## config.mk

```make
export PLATFORM = sky130hd
export DESIGN_NAME = scan_decoder_flat
export DESIGN_NICKNAME = d
export VERILOG_FILES = /design/src/rtl/scan_decoder_pkg.sv /design/src/rtl/scan_decoder_if.sv /design/src/rtl/scan_decoder_onehot_dec.sv /design/src/rtl/scan_decoder.sv /design/src/flat_wrapper.sv
export SDC_FILE = /design/constraint.sdc
export NUM_CORES = 1
export LEC_CHECK = 0
export CORE_MARGIN = 3
export CORE_UTILIZATION = 44
export DETAILED_ROUTE_END_ITERATION = 6
export PLACE_DENSITY = 0.75
export RECOVER_POWER = 25
export SLEW_MARGIN = 20
export SYNTH_ARGS = -nofsm -noshare
export SYNTH_HDL_FRONTEND = slang
export SYNTH_SLANG_ARGS = --single-unit
```

## constraint.sdc

```tcl
create_clock -name clk -period 1.72 [get_ports clk]
set_input_delay 0.172 -clock clk [delete_from_list [all_inputs] [get_ports clk]]
set_output_delay 0.172 -clock clk [all_outputs]
set_load 0.1 [all_outputs]
```

## src/rtl/scan_decoder_pkg.sv

```systemverilog
// scan_decoder_pkg
// Shared types and helpers for the scan_decoder block.
//   mode_t       : operating mode of the decoder (direct select or scanning)
//   onehot()     : N-bit select -> one-hot vector, sized for the largest legal N
//   presc_width(): width of the dwell prescaler for a given DWELL
package scan_decoder_pkg;

    localparam int MAX_N     = 6;
    localparam int MAX_LINES = 64;

    typedef enum logic {
        MODE_DIRECT = 1'b0,
        MODE_SCAN   = 1'b1
    } mode_t;

    function automatic logic [MAX_LINES-1:0] onehot(input logic [MAX_N-1:0] sel);
        logic [MAX_LINES-1:0] v;
        v      = '0;
        v[sel] = 1'b1;
        return v;
    endfunction

    // clog2(DWELL), but never narrower than one bit so DWELL=1 still has a register
    function automatic int presc_width(input int dwell);
        return (dwell <= 2) ? 1 : $clog2(dwell);
    endfunction

endpackage

```

## src/rtl/scan_decoder_if.sv

```systemverilog
// scan_decoder_if
// Control/status bundle between the controlling logic and scan_decoder.
//   en, mode, x, load : driven by the controller (master)
//   y, idx, wrap      : driven by the decoder (slave)
interface scan_decoder_if #(
    parameter int N = 3
);
    import scan_decoder_pkg::*;

    logic              en;
    logic              mode;
    logic [N-1:0]      x;
    logic              load;
    logic [(1<<N)-1:0] y;
    logic [N-1:0]      idx;
    logic              wrap;

    modport master (output en, mode, x, load, input y, idx, wrap);
    modport slave  (input en, mode, x, load, output y, idx, wrap);

endinterface

```

## src/rtl/scan_decoder_onehot_dec.sv

```systemverilog
// onehot_dec
// Purely combinational N -> 2^N binary-to-one-hot decoder.
//   sel : binary select, N bits
//   dec : one-hot result, bit sel set, 2^N bits
module onehot_dec
    import scan_decoder_pkg::*;
#(
    parameter int N = 3
) (
    input  logic [N-1:0]      sel,
    output logic [(1<<N)-1:0] dec
);

    always_comb begin
        dec = '0;
        for (int i = 0; i < (1 << N); i++) begin
            dec[i] = (sel == N'(i));
        end
    end

endmodule

```

## src/rtl/scan_decoder.sv

```systemverilog
// scan_decoder
// Registered binary-to-one-hot decoder with a scanning mode that walks one
// active line across all 2^N outputs, holding each for DWELL enabled cycles.
//   clk  : clock, all state on the rising edge
//   rst  : synchronous active-high reset
//   bus  : scan_decoder_if slave port
//          en   - 0 blanks y and freezes idx/prescaler/mode
//          mode - 0 direct, 1 scan
//          x    - select value (direct) or load value (scan)
//          load - scan only: one-cycle pulse, idx <- x
//          y    - registered one-hot (one-cold when ACTIVE_LOW) of idx
//          idx  - registered active position
//          wrap - one-cycle pulse when a scan advance wraps idx to 0
module scan_decoder
    import scan_decoder_pkg::*;
#(
    parameter int N          = 3,
    parameter int DWELL      = 4,
    parameter int ACTIVE_LOW = 0
) (
    input  logic             clk,
    input  logic             rst,
    scan_decoder_if.slave    bus
);

    localparam int              M        = 1 << N;
    localparam int              PW       = presc_width(DWELL);
    localparam logic [PW-1:0]   LAST     = PW'(DWELL - 1);
    localparam logic [N-1:0]    TOP_IDX  = {N{1'b1}};
    localparam logic [M-1:0]    INACTIVE = (ACTIVE_LOW != 0) ? {M{1'b1}} : {M{1'b0}};

    mode_t          mode_q, mode_d;
    logic [N-1:0]   idx_q, idx_d;
    logic [PW-1:0]  presc_q, presc_d;
    logic [M-1:0]   y_q, y_d, dec;
    logic           wrap_q, wrap_d;

    always_ff @(posedge clk) begin
        if (rst) begin
            mode_q  <= MODE_DIRECT;
            idx_q   <= '0;
            presc_q <= '0;
            y_q     <= INACTIVE;
            wrap_q  <= 1'b0;
        end else begin
            mode_q  <= mode_d;
            idx_q   <= idx_d;
            presc_q <= presc_d;
            y_q     <= y_d;
            wrap_q  <= wrap_d;
        end
    end

    // With en low everything holds; otherwise mode_q follows mode and the
    // position is chosen by direct select, scan entry, load or dwell advance.
    always_comb begin
        mode_d  = mode_q;
        idx_d   = idx_q;
        presc_d = presc_q;
        wrap_d  = 1'b0;
        if (bus.en) begin
            mode_d = bus.mode ? MODE_SCAN : MODE_DIRECT;
            if (!bus.mode) begin
                idx_d   = bus.x;
                presc_d = '0;
            end else if (mode_q == MODE_DIRECT) begin
                idx_d   = bus.load ? bus.x : '0;
                presc_d = '0;
            end else if (bus.load) begin
                idx_d   = bus.x;
                presc_d = '0;
            end else if (presc_q == LAST) begin
                idx_d   = idx_q + N'(1);
                presc_d = '0;
                wrap_d  = (idx_q == TOP_IDX);
            end else begin
                presc_d = presc_q + PW'(1);
            end
        end
    end

    // Decoding the next index keeps y and idx consistent on the same edge.
    onehot_dec #(.N(N)) u_dec (
        .sel (idx_d),
        .dec (dec)
    );

    always_comb begin
        y_d = INACTIVE;
        if (bus.en) begin
            y_d = dec ^ INACTIVE;
        end
    end

    assign bus.y    = y_q;
    assign bus.idx  = idx_q;
    assign bus.wrap = wrap_q;

endmodule

```

## src/flat_wrapper.sv

```systemverilog
// flat-port wrapper written by rule: the top's interface ports become plain ports
module scan_decoder_flat import scan_decoder_pkg::*;
#(
    parameter int N          = 3,
    parameter int DWELL      = 4,
    parameter int ACTIVE_LOW = 0
)
  (clk, rst, bus_en, bus_mode, bus_x, bus_load, bus_y, bus_idx, bus_wrap);
  scan_decoder_if #(.N(N)) bus_i ();
  input  logic clk;
  input  logic rst;
  input wire logic [$bits(bus_i.en)-1:0] bus_en;
  input wire logic [$bits(bus_i.mode)-1:0] bus_mode;
  input wire logic [$bits(bus_i.x)-1:0] bus_x;
  input wire logic [$bits(bus_i.load)-1:0] bus_load;
  output wire logic [$bits(bus_i.y)-1:0] bus_y;
  output wire logic [$bits(bus_i.idx)-1:0] bus_idx;
  output wire logic [$bits(bus_i.wrap)-1:0] bus_wrap;
  assign bus_i.en = bus_en;
  assign bus_i.mode = bus_mode;
  assign bus_i.x = bus_x;
  assign bus_i.load = bus_load;
  assign bus_y = bus_i.y;
  assign bus_idx = bus_i.idx;
  assign bus_wrap = bus_i.wrap;
  scan_decoder #(.N(N), .DWELL(DWELL), .ACTIVE_LOW(ACTIVE_LOW)) u_core (.clk(clk), .rst(rst), .bus(bus_i));
endmodule
```

# Yosys cells after proc, flatten, opt, wreduce, memory -nomap -nowiden
# Index checks and enable logic that the tools add are counted.
# word_totals
ff_bits,15
output_inout_bits,12
elab_cells,34
# classes
n_addsub,2
eq_ne,9
muxes,11
bitwise_logic,4
reduce_logical,3
# ops
op,n
3-bit 2-to-1 mux,6
3-bit equality test (second input constant),5
2-bit 2-to-1 mux,4
3-bit by 2-bit equality test with 1-bit output (second input constant),2
6-bit OR reduction,1
1-bit NOT,4
3-bit by 1-bit adder with 3-bit output (second input constant),1
3-bit by 1-bit equality test with 1-bit output (second input constant),1
3-bit logical NOT,1
2-bit by 1-bit adder with 2-bit output (second input constant),1
2-bit equality test (second input constant),1
2-bit OR reduction,1
1-bit 2-to-1 mux,1

# Depth between registers and ports, before layout
# depth
depth_word,7
depth_mapped,6
ltp_nobuf,6

# By module
# Synthesis repeated with hierarchy kept, for this count alone.
# unflattened
hier_cells,69
hier_area_um2,685.7
# by_module_without_submodules
mod,instances,cells_each,area_each_um2,seq_area_each_um2
scan_decoder,1,61,620.6,300.3
onehot_dec,1,8,65.1,0.0

# Worst setup path before layout
# No wires, ideal clock.
# synth_timing
kind,flip-flop to flip-flop
start,reg u_core.idx_q[1] (netlist: u_core.bus.idx[1])
end,reg u_core.y_q[3] (netlist: u_core.bus.y[3])
setup_ns,0.079
arrival_ns,2.101
path_slack_ns,-0.460
path_stages_with_launch,7
n_path_buf,0
cell_sequence,dfxtp_1 -> ha_1 -> ha_1 -> mux2i_1 -> o221ai_2 -> or2_0 -> nor3_1
# synth_between
elab_chain_len,7
# synth_rtl
item,line,text
from (decl),scan_decoder.sv:33,"logic [N-1:0] idx_q, idx_d;"
from (signal assigned),scan_decoder.sv:47,idx_q <= idx_d;
3-bit by 1-bit adder with 3-bit output,scan_decoder.sv:73,idx_d = idx_q + N'(1);
3-bit 2-to-1 mux,scan_decoder.sv:72,end else if (presc_q == LAST) begin
3-bit 2-to-1 mux,scan_decoder.sv:69,end else if (bus.load) begin
3-bit 2-to-1 mux,scan_decoder.sv:66,end else if (mode_q == MODE_DIRECT) begin
3-bit 2-to-1 mux,scan_decoder.sv:63,if (!bus.mode) begin
3-bit 2-to-1 mux *,scan_decoder.sv:61,if (bus.en) begin
3-bit by 2-bit equality test with 1-bit output *,scan_decoder_onehot_dec.sv:17,dec[i] = (sel == N'(i));
to (signal assigned),scan_decoder.sv:49,y_q <= y_d;
to (decl),scan_decoder.sv:35,"logic [M-1:0] y_q, y_d, dec;"
# Mark *: on every way between the ends. The rest lies on a longest branch, timed or not.
# A chain may end at the register's enable or synchronous reset.

# Final worst setup path
# layout_timing
start,reg u_core.idx_q[0] (netlist: u_core.bus.idx[0])
end,reg u_core.y_q[3] (netlist: u_core.bus.y[3])
# Same word-level chain as after synthesis.

==> results.cfg <==
[outcome]
status = finished, final reports clean

[setup_path]
critPathMaxStageDelay_ns = 0.37
crit_slowest_cell = dfxtp_4
cpMostUsedCell = ha_1
cp_top_family = adder cells
cp-start-kind = flop
crit_chain = ha_1 -> ha_1 -> mux2i_1 -> o221ai_2 -> or2_0 -> nor3_1
required_ns = 1.92
end_kind = flop
critPathLaunch = u_core.bus.idx[0]$_SDFF_PP0_
arrival_ns = 1.83
cp_max_fo = 5
crit_type = reg -> reg
worst-path-buf-inv = 0
r2r-start = u_core.bus.idx[0]$_SDFF_PP0_

[cts]
tritoncts = done
clk_pin_slew_ns = 0.09
insertion_delay_ns = 0.28
htree_levels = 1
cts.path.max_buffers = 2
ctsHoldBuffers = 0
cts.sinks = 15
postCtsSetupBuffers = 0
cts_resized = 0
cts-buffers-inserted = 3
clock-root-buffer = clkbuf_4

[hold_path]
hold_path.class = reg -> reg
hp-start = u_core.presc_q[1]$_SDFFE_PP0P_

[routing]
drc = 0
drt-wirelength-per-cell_um = 12.0
drtIter0Drc = 12
wl_mm = 1.30
dr_total_vias = 546
ant_nets = 0
drt_pass1_iterations = 4
viasPerCell = 5.06

[synth]
synth_area_um2 = 681
synth-compound-area-share_pct = 12.5
synth_fa_ha_area_share_pct = 7.35
syn_inst = 67
yosysSeqAreaShare_pct = 44.1
ys_ff_latch = 15
synth_top_area_share_pct = 44.1
yosys.area_share.xor_xnor_pct = 0
synth.avg_cell_area_um2 = 10.2
synth_top_family_by_area = simple AND/OR/NAND/NOR gates
synth_area_leader_cell = dfxtp_1
yosys-mux-area-fraction_pct = 4.41
synthesis.nets = 79
post-synth-top-count-cell = dfxtp_1
yosys_warnings = 0
yosys.area_share.simple_pct = 27.8
synth_edf_count = 0
async_flop_share_pct = 0
synth_commonest_cells = dfxtp_1, nor2_1, nor3_1
synth_area_leaders = dfxtp_1, ha_1, mux2i_1
netlist-cell-type-count = 27
synth_flop_cell = dfxtp_1

[timing]
report.final.slew_viol_count = 0
finalSetupViolCount = 0
tns_ns = 0
max_freq_mhz = 614
slew_headroom_pct = 64.2
worst_pin_slew_ns = 0.539
clock_skew_ns = 0.00176
rsz0062_at_grt = false
fin_crit_ns = 1.63
hold_violations = 0
fin_crit_sh_pct = 94.7

[placement]
gp_congestion = 0.722
dp_hpwl_mm = 1.04
portBuffers = 19

[layout]
final_layout_size_suffix_gt1_share_pct = 36.6
nNetsFinal = 106
post-route-util_pct = 65.7
syn_to_final_growth_pct = 33.5
antenna-diode-count = 0

[global_routing]
antenna_found_initial = 0
gr-usage-met2_pct = 23.7
grt_pass1_wl_mm = 2.20
use_met1_pct = 18.9
grt_max_degree = 10
use_met3_pct = 6.37
grt_overflow_total = 0
grt_pass1_vias = 505
busiest_layer = met2
grt_usage_pct = 15.8

[floorplan]
io_pins = 20
die_h_um = 45.3
die_area_um2 = 2050
fp.dieW_um = 45.3
core_area_um2 = 1380
rows = 13
start_util_pct = 49.2

[pwr]
internal_power_uw = 495
pwr-share-comb_pct = 22.4
p_clk_share_pct = 27.1
p_leak_uw = 0.000414
power_frac_seq_pct = 50.5
ir_worst_vdd_mv = 0.531
power.switching_fraction_pct = 31.5
p_per_area_nw_per_um2 = 795
switchingPower_uw = 227

[run]
drv_cap = 0
-- registers in the layout, summed over array words and instances (netlist names) --
signal,count
u_core.bus.wrap,1
u_core.presc_q,2
u_core.bus.y,8
u_core.mode_q,1
u_core.bus.idx,3
-- power by group through the flow --
| stage | combinational, µW | clock, µW | sequential, µW |
|---|---|---|---|
| final | 162 | 196 | 365 |
| after CTS | 166 | 203 | 365 |
| after global routing | 171 | 226 | 366 |
| after floorplan | 53.4 | 0 | 437 |
| after detailed placement | 165 | 0 | 373 |
| after global placement | 164 | 0 | 373 |
-- stage by stage --
stage / std cells / power [µW] / hold slack (ns) / setup WS, ns / area (µm²)
3_5_place_dp: 104 / 538 / 0.487 / 0.0349 / 895
6_report: 108 / 722 / 0.506 / 0.0918 / 908
2_1_floorplan: 67 / 490 / 0.319 / 0.0577 / 689
4_1_cts: 108 / 735 / 0.501 / 0.0984 / 922
5_1_grt: 108 / 763 / 0.534 / 0.0282 / 908
3_3_place_gp: 104 / 537 / 0.482 / 0.0930 / 895
-- path summary, 6_finish.rpt --
check	endpoint	slack (ns)	depth (start not counted)
max	u_core.bus.y[3]$_SDFF_PP0_	0.09	6
min	u_core.presc_q[1]$_SDFFE_PP0P_	0.51	2
max reg2reg	u_core.bus.y[3]$_SDFF_PP0_	0.09	6
min reg2reg	u_core.presc_q[1]$_SDFFE_PP0P_	0.51	2
-- worst register-to-register path, stage by stage, from the launching register on --
cell and delay (ns):
dfxtp_4 0.37, ha_1 0.20, ha_1 0.26, mux2i_1 0.17, o221ai_2 0.14, or2_0 0.24, nor3_1 0.17
-- cells in the final DEF, fill, tap and decap left out, types with 4 or more instances in the layout --
master	instances
buf_4	12
dfxtp_1	12
nor2_1	7
nor3_1	6
clkdlybuf4s50_1	6
nand2_1	5
inv_1	4
ha_1	4
clkbuf_2	4
-- metal layers --
layer,wire (µm),part of all wire [%]
met5,0,0
met4,21,1.6
met3,87,6.7
met2,603,46
met1,588,45
-- area by class of cell --
class	count	area (µm²)
sequential	15	309
clock inverter	1	5.00
inverter	4	15.0
clock buffer	3	22.5
tap	15	18.8
fill	115	474
timing repair buffer	24	184
multi-input combinational	46	354
-- cells by family after synthesis --
family                   Yosys count
AO/OA/AOI/OAI                      8
buffers and inverters              6
multiplexers                       3
AND/OR/NAND/NOR                   31
adder cells (fa/ha/maj)            4
flip-flops                        15
Note: power is estimated with default switching activity, not from simulation.
